## config.mk

```make
export PLATFORM = sky130hd
export DESIGN_NAME = data_cache_ml
export DESIGN_NICKNAME = d
export VERILOG_FILES = /design/src/rtl/data_cache_ml.sv
export SDC_FILE = /design/constraint.sdc
export NUM_CORES = 2
export LEC_CHECK = 0
export BUFFER_PORTS_ARGS = -buffer_cell sky130_fd_sc_hd__clkbuf_2
export CORE_ASPECT_RATIO = 2
export CORE_MARGIN = 2
export CORE_UTILIZATION = 30
export CTS_BUF_LIST = sky130_fd_sc_hd__clkbuf_8 sky130_fd_sc_hd__clkbuf_16
export CTS_CLUSTER_SIZE = 28
export DETAILED_ROUTE_END_ITERATION = 8
export GPL_TIMING_DRIVEN = 1
export PLACE_DENSITY = 0.49
export RECOVER_POWER = 50
export SLEW_MARGIN = 30
export SYNTH_ARGS = -nofsm -noshare
export SYNTH_HDL_FRONTEND = slang
export SYNTH_SLANG_ARGS = --single-unit
```

## constraint.sdc

```tcl
create_clock -name clk -period 3.45 [get_ports clk]
set_input_delay 0.345 -clock clk [delete_from_list [all_inputs] [get_ports clk]]
set_output_delay 0.345 -clock clk [all_outputs]
set_load 0.02 [all_outputs]
```

## src/rtl/data_cache_ml.sv

```systemverilog
// Multi-line direct-mapped write-back AP data cache between the AP controller and DDR.
// Serves word (row) and bit-slice (column) access with automatic dirty eviction, FLUSH and INVALIDATE.
module data_cache_ml #(
   parameter int unsigned DATA_WIDTH     = 16,
   parameter int unsigned LINE_DEPTH     = 16,
   parameter int unsigned NUM_LINES      = 4,
   parameter int unsigned ADDR_WIDTH_MEM = 16,
   parameter int unsigned ADDR_WIDTH_CAM = 8,
   parameter int unsigned DDR_ADDR_WIDTH = 28,
   parameter int unsigned DDR_ADDR_SHIFT = 3
) (
   input  logic                      clk,
   input  logic                      rst,
   input  logic                      cmd_valid,
   output logic                      cmd_rdy,
   input  logic [2:0]                cmd,
   input  logic [ADDR_WIDTH_MEM-1:0] cmd_addr,
   input  logic [ADDR_WIDTH_CAM-1:0] cmd_col,
   input  logic [DATA_WIDTH-1:0]     wdata_rbr,
   input  logic [LINE_DEPTH-1:0]     wdata_cbc,
   output logic                      resp_valid,
   output logic                      resp_err,
   output logic [DATA_WIDTH-1:0]     rdata_rbr,
   output logic [LINE_DEPTH-1:0]     rdata_cbc,
   output logic [15:0]               miss_cnt,
   output logic                      ddr_rd_req,
   output logic [DDR_ADDR_WIDTH-1:0] ddr_rd_addr,
   input  logic                      ddr_rd_valid,
   input  logic [DATA_WIDTH-1:0]     ddr_rd_data,
   input  logic                      ddr_rd_done,
   output logic                      ddr_wr_req,
   output logic [DDR_ADDR_WIDTH-1:0] ddr_wr_addr,
   input  logic                      ddr_wr_data_req,
   output logic [DATA_WIDTH-1:0]     ddr_wr_data,
   input  logic                      ddr_wr_done
);

   localparam int unsigned OFF_W  = $clog2(LINE_DEPTH);
   localparam int unsigned IDX_W  = $clog2(NUM_LINES);
   localparam int unsigned TAG_W  = ADDR_WIDTH_MEM - OFF_W - IDX_W;
   localparam int unsigned COL_W  = $clog2(DATA_WIDTH);
   localparam int unsigned BEAT_W = OFF_W + 1;

   localparam logic [2:0] CMD_NOP    = 3'd0;
   localparam logic [2:0] CMD_ROW_LD = 3'd1;
   localparam logic [2:0] CMD_ROW_ST = 3'd2;
   localparam logic [2:0] CMD_COL_LD = 3'd3;
   localparam logic [2:0] CMD_COL_ST = 3'd4;
   localparam logic [2:0] CMD_FLUSH  = 3'd5;
   localparam logic [2:0] CMD_INVAL  = 3'd6;
   localparam logic [2:0] CMD_RSVD   = 3'd7;

   typedef enum logic [2:0] {
      S_IDLE, S_LOOKUP, S_RESPOND, S_EVICT, S_FILL, S_FLUSH_SCAN, S_INVAL_CLR
   } state_t;

   state_t                    state_q, state_d;
   logic [2:0]                cmd_q;
   logic [ADDR_WIDTH_MEM-1:0] addr_q;
   logic [ADDR_WIDTH_CAM-1:0] col_q;
   logic [DATA_WIDTH-1:0]     wrbr_q;
   logic [LINE_DEPTH-1:0]     wcbc_q;
   logic [NUM_LINES-1:0]      valid_q, dirty_q;
   logic [TAG_W-1:0]          tag_q [NUM_LINES];
   logic [DATA_WIDTH-1:0]     mem_q [NUM_LINES][LINE_DEPTH];
   logic [IDX_W-1:0]          line_q, line_d;
   logic [BEAT_W-1:0]         rd_beat_q, rd_beat_d, wr_beat_q, wr_beat_d;
   logic [15:0]               miss_q;
   logic                      resp_valid_q, resp_err_q, err_d;
   logic [DATA_WIDTH-1:0]     rdata_rbr_q;
   logic [LINE_DEPTH-1:0]     rdata_cbc_q, col_slice_c;

   logic accept_c, fill_we_c, row_we_c, col_we_c, ld_row_c, ld_col_c;
   logic miss_inc_c, fill_done_c, set_dirty_c, clr_dirty_c, inval_c;

   // Address decode of the latched command
   logic [OFF_W-1:0] off_c;
   logic [IDX_W-1:0] idx_c;
   logic [TAG_W-1:0] tag_c;
   logic [COL_W-1:0] colsel_c;
   logic             hit_c, bad_c;

   assign off_c    = addr_q[OFF_W-1:0];
   assign idx_c    = addr_q[OFF_W +: IDX_W];
   assign tag_c    = addr_q[ADDR_WIDTH_MEM-1 -: TAG_W];
   assign colsel_c = col_q[COL_W-1:0];
   assign hit_c    = valid_q[idx_c] && (tag_q[idx_c] == tag_c);
   assign bad_c    = (cmd_q == CMD_RSVD) ||
                     (((cmd_q == CMD_COL_LD) || (cmd_q == CMD_COL_ST)) &&
                      (col_q >= ADDR_WIDTH_CAM'(DATA_WIDTH)));

   always_comb begin
      for (int j = 0; j < LINE_DEPTH; j++) col_slice_c[j] = mem_q[idx_c][j][colsel_c];
   end

   always_ff @(posedge clk or negedge rst) begin
      if (!rst) state_q <= S_IDLE;
      else      state_q <= state_d;
   end

   always_comb begin
      state_d     = state_q;
      line_d      = line_q;
      rd_beat_d   = '0;
      wr_beat_d   = '0;
      accept_c    = 1'b0;
      fill_we_c   = 1'b0;
      row_we_c    = 1'b0;
      col_we_c    = 1'b0;
      ld_row_c    = 1'b0;
      ld_col_c    = 1'b0;
      miss_inc_c  = 1'b0;
      fill_done_c = 1'b0;
      set_dirty_c = 1'b0;
      clr_dirty_c = 1'b0;
      inval_c     = 1'b0;
      err_d       = 1'b0;
      case (state_q)
         S_IDLE: begin
            if (cmd_valid) begin
               accept_c = 1'b1;
               case (cmd)
                  CMD_NOP:   state_d = S_IDLE;
                  CMD_FLUSH: begin
                     state_d = S_FLUSH_SCAN;
                     line_d  = '0;
                  end
                  CMD_INVAL: state_d = S_INVAL_CLR;
                  default:   state_d = S_LOOKUP;
               endcase
            end
         end
         S_LOOKUP: begin
            line_d = idx_c;
            if (bad_c) begin
               state_d = S_RESPOND;
               err_d   = 1'b1;
            end else if (hit_c) begin
               state_d = S_RESPOND;
               case (cmd_q)
                  CMD_ROW_ST: begin row_we_c = 1'b1; set_dirty_c = 1'b1; end
                  CMD_COL_ST: begin col_we_c = 1'b1; set_dirty_c = 1'b1; end
                  CMD_ROW_LD: ld_row_c = 1'b1;
                  CMD_COL_LD: ld_col_c = 1'b1;
                  default:    ;
               endcase
            end else begin
               miss_inc_c = 1'b1;
               state_d    = (valid_q[idx_c] && dirty_q[idx_c]) ? S_EVICT : S_FILL;
            end
         end
         S_EVICT: begin
            wr_beat_d = wr_beat_q;
            if (ddr_wr_data_req && (wr_beat_q < BEAT_W'(LINE_DEPTH)))
               wr_beat_d = wr_beat_q + BEAT_W'(1);
            if (ddr_wr_done) begin
               clr_dirty_c = 1'b1;
               state_d     = (cmd_q == CMD_FLUSH) ? S_FLUSH_SCAN : S_FILL;
            end
         end
         S_FILL: begin
            rd_beat_d = rd_beat_q;
            if (ddr_rd_valid && (rd_beat_q < BEAT_W'(LINE_DEPTH))) begin
               fill_we_c = 1'b1;
               rd_beat_d = rd_beat_q + BEAT_W'(1);
            end
            if (ddr_rd_done) begin
               fill_done_c = 1'b1;
               state_d     = S_LOOKUP;
            end
         end
         // A just-evicted line comes back here clean and is then passed over
         S_FLUSH_SCAN: begin
            if (dirty_q[line_q])                       state_d = S_EVICT;
            else if (line_q == IDX_W'(NUM_LINES - 1))  state_d = S_RESPOND;
            else                                       line_d  = line_q + IDX_W'(1);
         end
         S_INVAL_CLR: begin
            inval_c = 1'b1;
            state_d = S_RESPOND;
         end
         S_RESPOND: state_d = S_IDLE;
         default:   state_d = S_IDLE;
      endcase
   end

   always_ff @(posedge clk or negedge rst) begin
      if (!rst) begin
         cmd_q        <= '0;
         addr_q       <= '0;
         col_q        <= '0;
         wrbr_q       <= '0;
         wcbc_q       <= '0;
         line_q       <= '0;
         rd_beat_q    <= '0;
         wr_beat_q    <= '0;
         miss_q       <= '0;
         resp_valid_q <= 1'b0;
         resp_err_q   <= 1'b0;
         rdata_rbr_q  <= '0;
         rdata_cbc_q  <= '0;
         valid_q      <= '0;
         dirty_q      <= '0;
         for (int i = 0; i < NUM_LINES; i++) tag_q[i] <= '0;
      end else begin
         if (accept_c) begin
            cmd_q  <= cmd;
            addr_q <= cmd_addr;
            col_q  <= cmd_col;
            wrbr_q <= wdata_rbr;
            wcbc_q <= wdata_cbc;
         end
         line_q       <= line_d;
         rd_beat_q    <= rd_beat_d;
         wr_beat_q    <= wr_beat_d;
         resp_valid_q <= (state_d == S_RESPOND);
         resp_err_q   <= err_d;
         if (miss_inc_c && (miss_q != 16'hFFFF)) miss_q <= miss_q + 16'd1;
         if (ld_row_c) rdata_rbr_q <= mem_q[idx_c][off_c];
         if (ld_col_c) rdata_cbc_q <= col_slice_c;
         if (inval_c) begin
            valid_q <= '0;
            dirty_q <= '0;
         end
         if (fill_done_c) begin
            valid_q[idx_c] <= 1'b1;
            dirty_q[idx_c] <= 1'b0;
            tag_q[idx_c]   <= tag_c;
         end
         if (set_dirty_c) dirty_q[idx_c]  <= 1'b1;
         if (clr_dirty_c) dirty_q[line_q] <= 1'b0;
      end
   end

   // Line storage carries no reset; valid bits gate its use
   always_ff @(posedge clk) begin
      if (fill_we_c) mem_q[idx_c][rd_beat_q[OFF_W-1:0]] <= ddr_rd_data;
      if (row_we_c)  mem_q[idx_c][off_c] <= wrbr_q;
      if (col_we_c) begin
         for (int j = 0; j < LINE_DEPTH; j++) mem_q[idx_c][j][colsel_c] <= wcbc_q[j];
      end
   end

   assign cmd_rdy     = (state_q == S_IDLE);
   assign resp_valid  = resp_valid_q;
   assign resp_err    = resp_err_q;
   assign rdata_rbr   = rdata_rbr_q;
   assign rdata_cbc   = rdata_cbc_q;
   assign miss_cnt    = miss_q;
   assign ddr_rd_req  = (state_q == S_FILL);
   assign ddr_wr_req  = (state_q == S_EVICT);
   assign ddr_rd_addr = (state_q == S_FILL) ?
      (DDR_ADDR_WIDTH'({addr_q[ADDR_WIDTH_MEM-1:OFF_W], {OFF_W{1'b0}}}) << DDR_ADDR_SHIFT) : '0;
   assign ddr_wr_addr = (state_q == S_EVICT) ?
      (DDR_ADDR_WIDTH'({tag_q[line_q], line_q, {OFF_W{1'b0}}}) << DDR_ADDR_SHIFT) : '0;
   assign ddr_wr_data = ((state_q == S_EVICT) && (wr_beat_q < BEAT_W'(LINE_DEPTH))) ?
      mem_q[line_q][wr_beat_q[OFF_W-1:0]] : '0;

endmodule

```

==> impl_metrics.json <==
{
  "place_hpwl_um": 209000,
  "fin_cells": 8610,
  "arrival_ns": 3.64,
  "seqCellArea_sq_mm": 0.03510,
  "reg2reg_from": "addr_q[4]$_DFFE_PN0P_",
  "slowest_delay_ns": 0.57,
  "ys.flop_type": "edfxtp_1",
  "r2r_cells": 19,
  "cts_max_level": 3,
  "hold_class": "input pin to flip-flop",
  "violations": "capacitance limit, slew limit, setup timing",
  "cap_viol_max_count": 1,
  "power.leakage_nw": 29.76,
  "crit_path_end_kind": "primary output",
  "firstDrtPassIters": 6,
  "die_area_sq_mm": 0.2374,
  "rr_endpoint": "mem_q[1][149]$_DFFE_PP_",
  "place.gp.congestion": 0.8739,
  "clock_sinks": 1196,
  "critPathMaxFanout": 13,
  "max_freq_ghz": 0.2510,
  "cell_internal_pwr_mw": 35.92,
  "p_switching_mw": 28.16,
  "worstSetupPathType": "flip-flop to primary output",
  "multi_input_area_sq_mm": 0.03429,
  "worstMarginPinSlew_ns": 2.314,
  "die_h_um": 687.0,
  "die_w_um": 345.5,
  "synth.area.top_cells": "edfxtp_1, mux4_2, mux2_2",
  "period_share_pct": 115.5,
  "synth_common_cells": "a21oi_1, edfxtp_1, mux4_2",
  "setup_viol": 1924,
  "comb_power_share_pct": 49.5,
  "fin_hold_ws_ns": 0.2472,
  "grt_max_degree": 75,
  "worstSkewPairLatency_ns": 0.80,
  "skew_ns": 0.04913,
  "status": "finished with violations",
  "path_cells": "buf_12 -> buf_16 -> buf_16 -> mux4_2 -> mux4_2 -> mux2i_2 -> o22ai_1 -> clkbuf_2",
  "fillers": 21720,
  "yosysMostFrequentCell": "a21oi_1",
  "synth_edf_count": 1024,
  "grt_use_total_pct": 27.23,
  "seqPwrFrac_pct": 29.5,
  "synth_top_area_share_pct": 43.94,
  "grt_overflow_total": 0,
  "cts_buffers": 114,
  "fin_nets": 5538,
  "ys_seq_area_share_pct": 50.09,
  "slew_violations": 75,
  "utilization_pct": 38.33,
  "synth_area_sq_mm": 0.06997,
  "crit_slowest_cell": "mux4_2",
  "start_util_pct": 30.19,
  "min_from": "cmd_valid",
  "antenna_found_initial": 39,
  "fp-row-count": 250,
  "path_buf_inv": 4,
  "power_frac_clock_pct": 21.0,
  "power.density_mw_per_mm2": 721.3,
  "timing.slew.headroom_pct": -54.23,
  "async_reset_ff_share_pct": 14.38,
  "yosys_warnings": 0,
  "postRouteAntennaNets": 0,
  "netlist_instances": 5045,
  "syn_area_per_cell_sq_um": 13.87,
  "vias": 54310,
  "fin_ws_ns": -0.5345,
  "routed_wl_um": 337000,
  "ff2ff_setup_slack_ns": -0.42,
  "irDropWorstVdd_uv": 545.3,
  "cts_root_buffer": "clkbuf_16",
  "dr.first_iter.drc_count": 6079,
  "drc": 0,
  "area_delta_synth_final_pct": 26.95,
  "grt_pass1_vias": 54670,
  "swShare_pct": 43.94,
  "synthDistinctLibCells": 64,
  "critPathRequiredTime_ns": 3.11,
  "cts_tree": "built",
  "min_to": "line_q[1]$_DFFE_PN0P_",
  "hold_violations": 0,
  "min_path_cells": 6,
  "pre_cts_ws_ns": -0.1871,
  "dpl.cell_count": 8061,
  "crit_family": "multiplexers",
  "coreArea_sq_mm": 0.2318,
  "crit_path_start_kind": "flip-flop",
  "wl_per_cell_um": 39.15,
  "grt_pass1_wl_um": 448600,
  "synth_top_cell_by_area": "edfxtp_1",
  "drt-vias-per-instance": 6.308,
  "rsz0062_at_grt": "yes",
  "min_period_ns": 3.984,
  "pin_count": 207,
  "synth-seq-cells": 1196,
  "cts.path.max_buffers": 3,
  "clk_pin_slew_ns": 0.07,
  "drive_above_1_share_pct": 45.96,
  "port_buffers": 174
}
==> layout make-up <==
class | count | share of cell area, %
sequential | 1196 | 39.51
multi-input combinational | 3166 | 38.60
timing repair buffer | 954 | 13.11
tap | 3024 | 4.259
clock buffer | 122 | 3.348
clock inverter | 94 | 0.9958
antenna | 40 | 0.1127
inverter | 14 | 0.05916
==> how the worst max path moves through the flow <==
| stage | start | endpoint | cells after the start |
|---|---|---|---|
| floorplan | addr_q[4]$_DFFE_PN0P_ | rdata_rbr[13]$_DFFE_PN0P_ | 9 |
| global placement | addr_q[4]$_DFFE_PN0P_ | mem_q[0][234]$_DFFE_PP_ | 10 |
| detailed placement | addr_q[4]$_DFFE_PN0P_ | mem_q[1][234]$_DFFE_PP_ | 10 |
| CTS | line_q[0]$_DFFE_PN0P_ | ddr_wr_data[2] | 10 |
| global route | line_q[0]$_DFFE_PN0P_ | ddr_wr_data[6] | 9 |
| finish | line_q[0]$_DFFE_PN0P_ | ddr_wr_data[4] | 8 |
==> worst register-to-register path: stages (launching register included) <==
cell and delay (ns):
dfrtp_4 0.50, buf_12 0.14, buf_8 0.12, buf_4 0.14, mux2_4 0.33, o221ai_4 0.22
nor4_4 0.06, buf_4 0.16, buf_6 0.12, buf_12 0.13, buf_8 0.12, buf_6 0.11
o2111ai_4 0.06, buf_12 0.13, buf_12 0.09, a21boi_4 0.42, buf_12 0.27, buf_12 0.13
buf_16 0.15, a21oi_4 0.17
==> power by group through the flow <==
| stage | sequential, mW | combinational [mW] | clock, mW |
|---|---|---|---|
| 2_1_floorplan | 17.3 | 15.0 | 0 |
| 3_3_place_gp | 19.1 | 28.4 | 0 |
| 3_5_place_dp | 19.1 | 28.4 | 0 |
| 4_1_cts | 18.8 | 30.4 | 13.5 |
| 5_1_grt | 18.9 | 32.2 | 14.0 |
| 6_report | 18.9 | 31.7 | 13.4 |
==> placed cells by master (no fill, tap or decap), types with 13 or more instances in the layout <==
cell           netlist  final
or4_1               36     35
nand4_1             28     28
mux2_1              88     48
conb_1               1     32
a22oi_1            261    255
clkinv_2             0     16
mux2_4               0    126
buf_16               0     59
mux2i_1             39     21
nor4_1              22     20
buf_6                8     77
inv_1               12     39
edfxtp_1          1024   1024
clkbuf_16            0    134
clkbuf_1           489     13
dfrtp_1            172    154
dlygate4sd3_1        0     63
o21ai_0             18     18
a21oi_1           1156    977
buf_8                1     21
mux2_2             547    461
a21oi_4              0     46
nand2_1             46     43
buf_12               0    202
mux2i_2              0     14
diode_2              0     40
clkbuf_2             0    150
nor2_1              45     42
a21oi_2              0    133
and2_1              26     23
buf_4               41    336
nand3_1             32     32
mux4_2             596    596
bufinv_16            0     14
o2111ai_4           10     17
clkinv_1             2     21
==> what timing repair did <==
| action | CTS | global route |
|---|---|---|
| gates resized for setup | 403 | 333 |
| buffers inserted | 118 | 51 |
| endpoints found under the hold margin | 137 | 0 |
| cloned | 59 | 24 |
| hold buffers | 63 | 0 |
| pin swaps | 76 | 76 |
| setup endpoints to repair | 1931 | 2082 |
==> per-stage QoR <==
step	power, mW	TNS, ns	cell area [sq um]
after global routing	65.06	-577.94	88780
after global placement	47.47	-72.43	77800
after floorplan	32.38	0	70090
after CTS	62.75	-208.14	86830
final	64.07	-330.94	88830
after detailed placement	47.48	-87.01	77820
==> cell families after synthesis <==
group / share of synthesized area [%]
adder cells (fa/ha/maj): 0.1788
XOR/XNOR: 0.3987
other: 0.005359
flip-flops: 50.09
buffers and inverters: 4.299
AND/OR/NAND/NOR: 2.795
multiplexers: 29.96
AO/OA/AOI/OAI: 12.27
==> registers in the layout (all words and copies together) (netlist names) <==
register / count
rdata_rbr: 16
rd_beat_q: 5
tag_q: 40
wcbc_q: 16
rdata_cbc: 16
resp_valid: 1
miss_cnt: 16
dirty_q: 4
resp_err: 1
wrbr_q: 16
wr_beat_q: 5
state_q: 3
cmd_q: 3
valid_q: 4
addr_q: 16
col_q: 8
mem_q: 1024
line_q: 2
==> layer usage <==
layer	share of wire, %	track usage, %
met1	31	27.54
met2	50	47.61
met3	7.7	4.661
met4	11	25.38
met5	0.028	0
Power figures use the tool's default switching activity.
